File: config.mk
export PLATFORM = sky130hd
export DESIGN_NAME = mem_port_ctrl
export DESIGN_NICKNAME = d
export VERILOG_FILES = /design/src/rtl/mem_ctrl_pkg.sv /design/src/rtl/mem_port_ctrl_rr_arb2.sv /design/src/rtl/mem_port_ctrl.sv
export SDC_FILE = /design/constraint.sdc
export NUM_CORES = 1
export LEC_CHECK = 0
export CAP_MARGIN = 5
export CORE_AREA = 2 2 414 416
export CTS_CLUSTER_DIAMETER = 40
export DETAILED_ROUTE_END_ITERATION = 12
export DIE_AREA = 0 0 416 418
export SYNTH_ARGS = -nofsm -noshare
export SYNTH_HDL_FRONTEND = slang
export SYNTH_SLANG_ARGS = --single-unit
File: constraint.sdc
create_clock -name clk -period 2 [get_ports clk]
set_input_delay 0.5 -clock clk [delete_from_list [all_inputs] [get_ports clk]]
set_output_delay 0.5 -clock clk [all_outputs]
set_load 0.05 [all_outputs]
File: src/rtl/mem_ctrl_pkg.sv
// Shared types for the distributed-RAM port controller: controller state,
// the write-request record and the two-way round-robin pick.
package mem_ctrl_pkg;

  localparam int MEM_DATAWIDTH_DEF = 128;
  localparam int MEM_ADDRWIDTH_DEF = 6;

  typedef enum logic {
    CLEAR = 1'b0,
    RUN   = 1'b1
  } state_e;

  typedef struct packed {
    logic [MEM_ADDRWIDTH_DEF-1:0] addr;
    logic [MEM_DATAWIDTH_DEF-1:0] data;
    logic [MEM_DATAWIDTH_DEF-1:0] mask;
  } wr_req_t;

  // On a tie the client that was not granted last wins; last_gnt=1 means client 1.
  function automatic logic [1:0] rr_pick(input logic [1:0] req, input logic last_gnt);
    if (&req) begin
      return last_gnt ? 2'b01 : 2'b10;
    end
    return req;
  endfunction

endpackage

File: src/rtl/mem_port_ctrl_rr_arb2.sv
// Two-way round-robin arbiter; the last-grant pointer only moves when the
// granted request is actually accepted downstream.
module rr_arb2
  import mem_ctrl_pkg::*;
(
  input  logic       clk,
  input  logic       rst_n,
  input  logic [1:0] req_i,
  input  logic       accept_i,
  output logic [1:0] grant_o
);

  logic last_q, last_d;

  assign grant_o = rr_pick(req_i, last_q);

  always_comb begin
    last_d = last_q;
    if (accept_i) begin
      last_d = grant_o[1];
    end
  end

  // Pointer starts at client 1 so client 0 takes the first tie.
  always_ff @(posedge clk or negedge rst_n) begin
    if (!rst_n) begin
      last_q <= 1'b1;
    end else begin
      last_q <= last_d;
    end
  end

endmodule

File: src/rtl/mem_port_ctrl.sv
// Front-end for a simple dual-port distributed RAM: post-reset/on-demand clear
// sweep, round-robin write port, flow-controlled read port with hazard stall.
module mem_port_ctrl
  import mem_ctrl_pkg::*;
#(
  parameter int MEM_DATAWIDTH = 128,
  parameter int MEM_ADDRWIDTH = 6
) (
  input  logic                     clk,
  input  logic                     reset_n,
  input  logic                     wr0_valid,
  output logic                     wr0_ready,
  input  logic [MEM_ADDRWIDTH-1:0] wr0_addr,
  input  logic [MEM_DATAWIDTH-1:0] wr0_data,
  input  logic [MEM_DATAWIDTH-1:0] wr0_mask,
  input  logic                     wr1_valid,
  output logic                     wr1_ready,
  input  logic [MEM_ADDRWIDTH-1:0] wr1_addr,
  input  logic [MEM_DATAWIDTH-1:0] wr1_data,
  input  logic [MEM_DATAWIDTH-1:0] wr1_mask,
  input  logic                     rd_req_valid,
  output logic                     rd_req_ready,
  input  logic [MEM_ADDRWIDTH-1:0] rd_req_addr,
  output logic                     rd_rsp_valid,
  input  logic                     rd_rsp_ready,
  output logic [MEM_DATAWIDTH-1:0] rd_rsp_data,
  input  logic                     clear_start,
  output logic                     busy,
  output logic                     mem_ena,
  output logic [MEM_DATAWIDTH-1:0] mem_wea,
  output logic [MEM_ADDRWIDTH-1:0] mem_addra,
  output logic [MEM_DATAWIDTH-1:0] mem_dina,
  output logic                     mem_enb,
  output logic [MEM_ADDRWIDTH-1:0] mem_addrb,
  input  logic [MEM_DATAWIDTH-1:0] mem_doutb
);

  typedef struct packed {
    logic [MEM_ADDRWIDTH-1:0] addr;
    logic [MEM_DATAWIDTH-1:0] data;
    logic [MEM_DATAWIDTH-1:0] mask;
  } port_wr_t;

  localparam logic [MEM_ADDRWIDTH-1:0] LAST_ADDR = '1;

  state_e                   state_q, state_d;
  logic [MEM_ADDRWIDTH-1:0] cnt_q, cnt_d;
  logic                     ena_q, ena_d;
  logic [MEM_DATAWIDTH-1:0] wea_q, wea_d;
  logic [MEM_ADDRWIDTH-1:0] addra_q, addra_d;
  logic [MEM_DATAWIDTH-1:0] dina_q, dina_d;
  logic                     rsp_valid_q, rsp_valid_d;

  logic       run;
  logic [1:0] grant;
  logic       wr_accept;
  logic       hazard;
  logic       rd_accept;
  port_wr_t   wr_sel;

  rr_arb2 u_arb (
    .clk     (clk),
    .rst_n   (reset_n),
    .req_i   ({wr1_valid, wr0_valid}),
    .accept_i(wr_accept),
    .grant_o (grant)
  );

  always_ff @(posedge clk or negedge reset_n) begin
    if (!reset_n) begin
      state_q <= CLEAR;
    end else begin
      state_q <= state_d;
    end
  end

  always_comb begin
    state_d = state_q;
    unique case (state_q)
      CLEAR:   if (cnt_q == LAST_ADDR) state_d = RUN;
      RUN:     if (clear_start) state_d = CLEAR;
      default: state_d = CLEAR;
    endcase
  end

  always_comb begin
    busy = 1'b0;
    run  = 1'b0;
    unique case (state_q)
      CLEAR:   busy = 1'b1;
      RUN:     run  = 1'b1;
      default: busy = 1'b1;
    endcase
  end

  assign wr0_ready = grant[0] & run & ~clear_start;
  assign wr1_ready = grant[1] & run & ~clear_start;
  assign wr_accept = wr0_ready | wr1_ready;
  assign wr_sel    = grant[0] ? port_wr_t'{wr0_addr, wr0_data, wr0_mask}
                              : port_wr_t'{wr1_addr, wr1_data, wr1_mask};

  // A write still sitting in the port-A register has not reached the RAM yet.
  assign hazard       = ena_q & (addra_q == rd_req_addr);
  assign rd_req_ready = run & (~rsp_valid_q | rd_rsp_ready) & ~hazard;
  assign rd_accept    = rd_req_valid & rd_req_ready;
  assign mem_enb      = rd_accept;
  assign mem_addrb    = rd_req_addr;
  assign rd_rsp_valid = rsp_valid_q;
  assign rd_rsp_data  = mem_doutb;

  always_comb begin
    cnt_d = cnt_q;
    if (state_q == CLEAR) begin
      cnt_d = cnt_q + 1'b1;
    end else if (clear_start) begin
      cnt_d = '0;
    end
  end

  always_comb begin
    ena_d   = 1'b0;
    wea_d   = '0;
    addra_d = addra_q;
    dina_d  = dina_q;
    if (state_q == CLEAR) begin
      ena_d   = 1'b1;
      wea_d   = '1;
      addra_d = cnt_q;
      dina_d  = '0;
    end else if (wr_accept) begin
      ena_d   = 1'b1;
      wea_d   = wr_sel.mask;
      addra_d = wr_sel.addr;
      dina_d  = wr_sel.data;
    end
  end

  always_comb begin
    rsp_valid_d = rsp_valid_q;
    if (rd_accept) begin
      rsp_valid_d = 1'b1;
    end else if (rd_rsp_ready) begin
      rsp_valid_d = 1'b0;
    end
  end

  always_ff @(posedge clk or negedge reset_n) begin
    if (!reset_n) begin
      cnt_q       <= '0;
      ena_q       <= 1'b0;
      wea_q       <= '0;
      addra_q     <= '0;
      dina_q      <= '0;
      rsp_valid_q <= 1'b0;
    end else begin
      cnt_q       <= cnt_d;
      ena_q       <= ena_d;
      wea_q       <= wea_d;
      addra_q     <= addra_d;
      dina_q      <= dina_d;
      rsp_valid_q <= rsp_valid_d;
    end
  end

  assign mem_ena   = ena_q;
  assign mem_wea   = wea_q;
  assign mem_addra = addra_q;
  assign mem_dina  = dina_q;

endmodule

==> results of run 1 <==
## sequential cells by signal, indices dropped and copies added, names as in the netlist
| register | cells |
|---|---|
| cnt_q | 6 |
| mem_addra | 6 |
| mem_dina | 128 |
| mem_ena | 1 |
| mem_wea | 128 |
| rd_rsp_valid | 1 |
| state_q | 1 |
| u_arb.last_q | 1 |
## cell usage in the layout, fill, tap and decap left out, types with 3 or more instances in the layout
cell and instances:
buf_12 40, mux2i_1 133, diode_2 13, nor2_1 9
dfrtp_2 3, inv_6 7, buf_4 313, a31oi_1 130
clkdlybuf4s50_1 535, buf_6 6, bufinv_16 12, clkbuf_16 57
clkinv_4 5, clkinv_2 3, a21oi_1 7, nand2_1 388
clkbuf_8 9, o21ai_0 133, clkbuf_1 3, dfrtp_1 267
xor2_1 3, o22ai_1 4, clkinvlp_4 7, clkdlybuf4s15_2 33
## cells by family after synthesis
group	share of synthesized area, %
compound gates	12.5
xor+xnor	0.405
fa+ha+maj	0.0965
buf+inv	11.8
flops	52.5
mux	10.3
simple gates	12.4
## worst max path at each step
stage                   start       to
6_report         mem_addra[2]  mem_enb
5_1_grt          mem_addra[2]  mem_enb
4_1_cts          mem_addra[2]  mem_enb
3_5_place_dp   rd_req_addr[0]  mem_enb
3_3_place_gp   rd_req_addr[0]  mem_enb
2_1_floorplan    mem_addra[1]  mem_enb
## metrics by stage
stage | setup WS, ps | total power [W]
2_1_floorplan | -76.1 | 0.00990
3_3_place_gp | -725 | 0.0126
3_5_place_dp | -632 | 0.0126
4_1_cts | -613 | 0.0237
5_1_grt | -641 | 0.0241
6_report | -556 | 0.0234
## final cells by class
type                       instances  area, um^2  share of cell area [%]
clock inverter                    36         583                    2.29
timing repair buffer             934        9010                    35.3
clock buffer                      69        1560                    6.12
antenna                           13        32.5                   0.128
sequential                       272        6820                    26.7
inverter                           2        11.3                  0.0442
tap                             2218        2780                    10.9
multi-input combinational        841        4710                    18.5
## power groups by stage
stage	Combinational [W]	Clock [W]	Sequential, W
final	0.00631	0.0108	0.00625
after global routing	0.00663	0.0112	0.00629
after CTS	0.00637	0.0110	0.00626
after detailed placement	0.00629	0	0.00634
after global placement	0.00626	0	0.00634
after floorplan	0.00241	0	0.00749
## routing by layer
layer | wire, um | GRT usage [%] | vias to the layer above
met4 | 4400 | 3.95 | 70
met3 | 11500 | 4.96 | 389
li1 | - | - | 6010
met5 | 453 | 0 | -
met2 | 57000 | 22.0 | 801
met1 | 33300 | 11.3 | 6890
## what timing repair did
item / CTS / global route
gates resized for setup: 123 / 5
pin swaps: 6 / 0
hold endpoints to repair: 22 / 0
endpoints found under the setup margin: 44 / 8
setup buffers: 2 / 2
hold buffers: 1 / 0
==> impl_metrics.json, run 1 <==
{
  "cp.buffers_inverters": 2,
  "ant_nets": 0,
  "grt_max_degree": 93,
  "synth_top_flop_cell": "dfrtp_1",
  "final_nets": 2773,
  "dp.cells": 4264,
  "max_freq_mhz": 391,
  "sw_frac_of_total_pct": 32.6,
  "setup_slack_ps": -556,
  "hold_viol": 0,
  "rows": 151,
  "synthesis.area_um2": 13000,
  "final_area_um2": 25500,
  "netlist_top_cells_count": "nand2_1, dfrtp_1, buf_4",
  "avgSynthCellArea_um2": 9.59,
  "clock_latency_ps": 670,
  "critical_path_depth": 6,
  "area_growth_pct": 96.7,
  "ys_async_sr_fraction_pct": 100,
  "cell_internal_pwr_w": 0.0157,
  "rsz0062_at_grt": "true",
  "cts_tree": "done",
  "grt_overflow_total": 0,
  "rr_worst_depth": 6,
  "synthCells": 1352,
  "ys_warn_count": 0,
  "drt-initial-drc-count": 1084,
  "slowest_stage": "dfrtp_2",
  "wl_per_cell_um": 24.3,
  "floorplan.initialDensity_pct": 7.67,
  "fin_hold_ws_ps": 304,
  "worstMarginPinSlew_ps": 599,
  "cts_max_level": 2,
  "slew_viol_final": 0,
  "cts.clk_slew.worst_paths_ps": 50,
  "synth_top_area_share_pct": 52.3,
  "clk_path_buf_depth": 3,
  "maxSlewHeadroom_pct": 60.1,
  "reg2reg_from": "u_arb.last_q",
  "drive_gt1_share_pct": 24.2,
  "clockPowerShare_pct": 46.2,
  "grt_usage_pct": 11.7,
  "layout.cells.non_filler": 4385,
  "core-area_um2": 169000,
  "die_h_um": 418,
  "clock_sinks": 272,
  "power_density_nw_per_um2": 916,
  "cp_max_fo": 3,
  "worstReg2RegEnd": "mem_wea[103]",
  "pwr-share-seq_pct": 26.8,
  "power_frac_comb_pct": 27.0,
  "hpwl_mm": 91.7,
  "cp_common_cell": "buf_6",
  "max_stage_delay_ps": 480,
  "crit_family": "flip-flops",
  "fillCellCount": 18944,
  "worstSetupEndpointType": "output port",
  "drc_errors": 0,
  "synth_edf_count": 0,
  "path_class": "reg2out",
  "p_leak_nw": 10.4,
  "report.final.setup_viol": 5,
  "tns_ps": -1840,
  "die_x_um": 416,
  "yosysTopAreaCell": "dfrtp_1",
  "cts_buffers": 56,
  "totalWireLength_mm": 107,
  "grt_pass1_wl_mm": 135,
  "min_path_type": "in2async",
  "required_ps": 1500,
  "fin_crit_ps": 2560,
  "portBuffers": 811,
  "drt_pass1_iterations": 6,
  "io_pins": 1068,
  "synth_seq_area_share_pct": 52.5,
  "yosysUniqueCellTypes": 37,
  "antenna_found_initial": 112,
  "place_area_um2": 23200,
  "grt_pass1_vias": 13663,
  "status": "finished with violations",
  "final_util_pct": 15.1,
  "synth.most_common_cell": "nand2_1",
  "ff2ff_setup_slack_ps": 190,
  "vdd_ir_drop_max_mv": 0.641,
  "dieArea_um2": 174000,
  "cts-root-buf": "clkbuf_16",
  "synth_seq_cells": 272,
  "routed_via_density": 3.23,
  "synth_area_leaders": "dfrtp_1, nand2_1, mux2i_1",
  "fin_skew_ps": 45.7,
  "worstPathArrival_ps": 2060,
  "vias": 14160,
  "synth_fp_nets": 2018,
  "path_cells": "xnor2_2 > nand4_1 > buf_6 > nor4_4 > nor3b_2 > buf_6",
  "p_sw_w": 0.00760,
  "max_cap_viol_count": 0,
  "start_kind": "register",
  "fin_crit_sh_pct": 128,
  "violations": "setup timing",
  "routabilityCongestion": 0.930
}
Note: power is estimated with default switching activity, not from simulation.
==> inputs of run 2 (changes only) <==
==> constraint.sdc (replaced) <==
create_clock -name clk -period 2.45 [get_ports clk]
set_input_delay 0.6125 -clock clk [delete_from_list [all_inputs] [get_ports clk]]
set_output_delay 0.6125 -clock clk [all_outputs]
set_load 0.05 [all_outputs]
==> run 2 against run 1 <==
- the run still ends with setup timing left
- core utilization about the same
- combinational power down 20%
- cell count down 0.32%
- final area about the same
- clock power down 21%
- count of clock-buffer cells in the layout up 5
==> impl_metrics.json, run 2 (same netlist as run 1, synthesis figures left out) <==
{
  "status": "finished with violations",
  "violations": "setup timing",
  "grt_pass1_vias": 13615,
  "start_kind": "register",
  "grt_overflow_total": 0,
  "area_growth_pct": 96.9,
  "grt_pass1_wl_mm": 130,
  "die_h_um": 418,
  "worstMarginPinSlew_ps": 667,
  "dieArea_um2": 174000,
  "fin_crit_ps": 3140,
  "io_pins": 1068,
  "cts_max_level": 2,
  "slew_viol_final": 0,
  "slowest_stage": "dfrtp_1",
  "totalWireLength_mm": 102,
  "drt_pass1_iterations": 5,
  "rr_worst_depth": 5,
  "cts-root-buf": "clkbuf_16",
  "drive_gt1_share_pct": 12.5,
  "fin_hold_ws_ps": 463,
  "hold_viol": 0,
  "maxSlewHeadroom_pct": 55.3,
  "path_cells": "xnor2_2 > buf_6 > nand4_1 > nor4_4 > buf_4 > nor2_1 > buf_12",
  "drc_errors": 0,
  "floorplan.initialDensity_pct": 7.67,
  "required_ps": 1840,
  "wl_met3_mm": 10.8,
  "vdd_ir_drop_max_mv": 0.543,
  "clock_sinks": 272,
  "hpwl_mm": 85.6,
  "max_stage_delay_ps": 400,
  "die_x_um": 416,
  "grt_max_degree": 99,
  "max_cap_viol_count": 0,
  "grt_usage_pct": 11.1,
  "layout.cells.non_filler": 4371,
  "final_nets": 2751,
  "fin_skew_ps": 22.9,
  "ant_nets": 0,
  "fin_crit_sh_pct": 128,
  "clock_latency_ps": 650,
  "min_path_type": "in2async",
  "path_class": "reg2out",
  "m1WireLength_mm": 35.2,
  "met2_length_mm": 50.1,
  "p_leak_nw": 10.5,
  "vias": 13999,
  "final_util_pct": 15.1,
  "max_freq_mhz": 319,
  "report.final.setup_viol": 2,
  "clk_path_buf_depth": 3,
  "wl_per_cell_um": 23.3,
  "final_common_cell": "clkdlybuf4s50_1",
  "routed_via_density": 3.20,
  "core-area_um2": 169000,
  "antenna_found_initial": 92,
  "worstPathArrival_ps": 2520,
  "cts.clk_slew.worst_paths_ps": 40,
  "cts_buffers": 60,
  "routabilityCongestion": 0.915,
  "dp.cells": 4231,
  "setup_slack_ps": -687,
  "drt-initial-drc-count": 1139,
  "portBuffers": 811,
  "cp_max_fo": 3,
  "rows": 151,
  "worstSetupEndpointType": "output port",
  "rsz0062_at_grt": "true",
  "power_density_nw_per_um2": 731,
  "highest_layer": "met5",
  "layout_common_cells": "clkdlybuf4s50_1, nand2_1, dfrtp_1",
  "cts_tree": "done"
}
==> run 2: final cells by class <==
class | instances | area, um^2
well taps | 2218 | 2780
multi-input cells | 841 | 4730
clock buffers | 74 | 1660
clock inverters | 40 | 460
diodes | 16 | 40.0
flip-flops and latches | 272 | 6810
inverters | 2 | 7.51
fillers | 18997 | 144000
repair buffers | 908 | 9030
==> run 2: final timing paths <==
check                              from  slack (ps)           end
hold / removal                  reset_n         460   mem_wea[63]
min in group clk           mem_dina[39]         470  mem_dina[39]
setup / recovery           mem_addra[2]        -690  rd_req_ready
max in group asynchronous       reset_n        1130  mem_dina[27]
setup reg to reg           u_arb.last_q         240  mem_wea[119]
hold reg to reg            mem_dina[39]         470  mem_dina[39]
==> run 2: critical path: cells and delay by family, from the launching register on <==
kind | cells | cell delay (ps)
xor gates and xnor gates | 1 | 180
buffers and inverters | 3 | 500
and+or+nand+nor | 3 | 800
DFF | 1 | 400
==> run 2: timing repair <==
item	4_1_cts	5_1_grt
buffers inserted	5	4
setup endpoints to repair	167	16
endpoints found under the hold margin	17	0
pin swaps	2	3
hold buffers	1	0
gates resized for setup	175	17
==> run 2: where the power goes <==
part | internal, W | switching, W
Combinational | 0.00209 | 0.00298
Clock | 0.00548 | 0.00300
Sequential | 0.00485 | 0.000263
==> run 2: stage by stage <==
step           cell area, um^2  worst slack, ps  total power [W]  TNS [ps]
6_report                 25500             -687           0.0187     -1370
5_1_grt                  25500             -909           0.0194     -1820
2_1_floorplan            13000              117          0.00807         0
3_3_place_gp             23400            -1280           0.0102     -3720
3_5_place_dp             23400            -1270           0.0102     -3700
4_1_cts                  25400            -1040           0.0189     -2070
==> run 2: layer usage <==
| metal | GRT usage, % | vias to the layer above |
|---|---|---|
| met5 | 0 | - |
| met4 | 5.07 | 74 |
| met3 | 4.73 | 408 |
| met2 | 19.0 | 766 |
| met1 | 11.9 | 6778 |
| li1 | - | 5973 |
==> inputs of run 3 (changes only) <==
--- a/config.mk
+++ b/config.mk
@@ -10,6 +10,7 @@
 export CTS_CLUSTER_DIAMETER = 40
 export DETAILED_ROUTE_END_ITERATION = 12
 export DIE_AREA = 0 0 416 418
+export PLACE_DENSITY = 0.3
 export SYNTH_ARGS = -nofsm -noshare
 export SYNTH_HDL_FRONTEND = slang
 export SYNTH_SLANG_ARGS = --single-unit
==> constraint.sdc (replaced) <==
create_clock -name clk -period 3.45 [get_ports clk]
set_input_delay 0.8625 -clock clk [delete_from_list [all_inputs] [get_ports clk]]
set_output_delay 0.8625 -clock clk [all_outputs]
set_load 0.05 [all_outputs]
==> run 3 against run 2 <==
- the flow now finishes without violations
- clock power down 5.8%
- first-iteration DRC count down 37%
- critical path depth unchanged
- sequential cell count unchanged
- critical endpoint is now mem_enb
- sequential share of layout area down 0.46 points
- cell count down 0.27%
- largest cell class unchanged
- core utilization up 0.27 points
- global-route usage down 1.1 points
- largest power group unchanged
==> impl_metrics.json, run 3 (same netlist as run 1, synthesis figures left out) <==
{
  "maxSlewHeadroom_pct": 41.4,
  "grt_pass1_vias": 13894,
  "cts.clk_slew.worst_paths_ps": 40,
  "power_density_nw_per_um2": 582,
  "rsz0062_at_grt": "false",
  "clockPowerShare_pct": 52.9,
  "max_freq_mhz": 309,
  "cts_max_level": 3,
  "floorplan.initialDensity_pct": 7.67,
  "path_class": "reg2out",
  "antenna_found_initial": 4,
  "hold_buffers": 0,
  "path_cells": "xnor2_1 > nand4_1 > buf_12 > nor4_4 > buf_4 > nor3b_1 > buf_4",
  "layout_common_cells": "clkdlybuf4s50_1, nand2_1, dfrtp_1",
  "die_x_um": 416,
  "area_growth_pct": 100,
  "ant_nets": 0,
  "final_common_cell": "clkdlybuf4s50_1",
  "max_stage_delay_ps": 470,
  "rows": 151,
  "grt_max_degree": 85,
  "grt_usage_pct": 10.0,
  "ff2ff_setup_slack_ps": 1430,
  "cp.buffers_inverters": 3,
  "wl_per_cell_um": 20.6,
  "hpwl_mm": 71.1,
  "required_ps": 2590,
  "drc_errors": 0,
  "p_leak_nw": 10.1,
  "fin_crit_ps": 3230,
  "pwr-share-seq_pct": 24.6,
  "cp_max_fo": 3,
  "clock_latency_ps": 660,
  "fillCellCount": 18930,
  "drt_pass1_iterations": 4,
  "totalWireLength_mm": 89.9,
  "p_sw_w": 0.00468,
  "vias": 12912,
  "max_cap_viol_count": 0,
  "clock_sinks": 272,
  "power_frac_comb_pct": 22.6,
  "worstSetupEndpointType": "output port",
  "cp_common_cell": "buf_4",
  "fin_crit_sh_pct": 93.7,
  "fin_skew_ps": 11.6,
  "report.final.setup_viol": 0,
  "clk_path_buf_depth": 3,
  "worstMarginPinSlew_ps": 880,
  "crit_family": "buffers and inverters",
  "io_pins": 1068,
  "routabilityCongestion": 0.821,
  "status": "finished, final reports clean",
  "hold_viol": 0,
  "dieArea_um2": 174000,
  "cts_buffers": 84,
  "start_kind": "register",
  "final_nets": 2735,
  "grt_pass1_wl_mm": 121,
  "core-area_um2": 169000,
  "die_h_um": 418,
  "drive_gt1_share_pct": 10.5,
  "min_path_type": "in2async",
  "slew_viol_final": 0,
  "routed_via_density": 2.96,
  "slowest_stage": "dfrtp_2",
  "portBuffers": 811,
  "cts-root-buf": "clkbuf_16",
  "grt_overflow_total": 0,
  "fin_hold_ws_ps": 189,
  "cell_internal_pwr_w": 0.0104,
  "sw_frac_of_total_pct": 31.0,
  "vdd_ir_drop_max_mv": 0.299,
  "worstPathArrival_ps": 2370,
  "p_total_w": 0.0151,
  "drt-initial-drc-count": 716,
  "cts_tree": "done"
}
run 3: changes by cell type in the layout (fill, tap and decap cells not counted), moves of 6 or more:
cell             before  now
dlymetal6s2s_1       15    0
dlygate4sd2_1       163    3
clkdlybuf4s50_1     591  795
clkinvlp_4            7    0
diode_2              16    3
clkinv_4              6    0
buf_12               35   20
clkbuf_1              5   14
buf_4                99   49
clkbuf_16            61   85
clkinv_2              9   19
clkbuf_8              8   23
inv_6                 9    2
run 3: metrics by stage:
stage	util, %	cell area (um^2)	std cells	TNS (ps)	worst slack, ps
detailed placement	13.6	23000	4200	-361	-183
global route	15.4	26000	4359	0	14.3
global placement	13.6	23000	4200	-523	-264
CTS	15.4	26000	4356	0	6.57
finish	15.4	26000	4359	0	217
floorplan	-	13000	1352	0	192
run 3: power groups by stage:
stage	clock network [W]	logic [W]	registers, W
after floorplan	0	0.00139	0.00434
after global placement	0	0.00348	0.00379
after detailed placement	0	0.00347	0.00379
after CTS	0.00827	0.00351	0.00375
after global routing	0.00843	0.00366	0.00375
final	0.00799	0.00341	0.00371
run 3: routing by layer:
layer	routed length (um)	up-vias	track usage, %
met2	50400	443	19.1
met5	13	-	0
met3	4810	211	2.71
li1	-	5933	-
met1	32100	6323	10.4
met4	2610	2	3.64
run 3: worst paths after layout:
| path | depth (start not counted) | start | end |
|---|---|---|---|
| max in group asynchronous | 2 | reset_n | mem_wea[89] |
| hold / removal | 1 | reset_n | mem_wea[82] |
| hold reg to reg | 2 | mem_dina[90] | mem_dina[90] |
| setup / recovery | 7 | mem_addra[0] | mem_enb |
| setup reg to reg | 6 | u_arb.last_q | mem_wea[66] |
| min in group clk | 2 | mem_dina[90] | mem_dina[90] |
run 3: timing repair:
action / in CTS / in global routing
gates resized for setup: 7 / 0
endpoints found under the hold margin: 0 / 0
endpoints found under the setup margin: 2 / 0
buffers inserted: 1 / 0
run 3: layout make-up:
type	instances	area, um^2	area share [%]
diodes	3	7.51	0.0289
inverters	2	7.51	0.0289
well taps	2218	2780	10.7
multi-input cells	841	4660	18.0
repair buffers	868	8770	33.8
flip-flops and latches	272	6810	26.2
clock inverters	33	439	1.69
clock buffers	122	2500	9.61
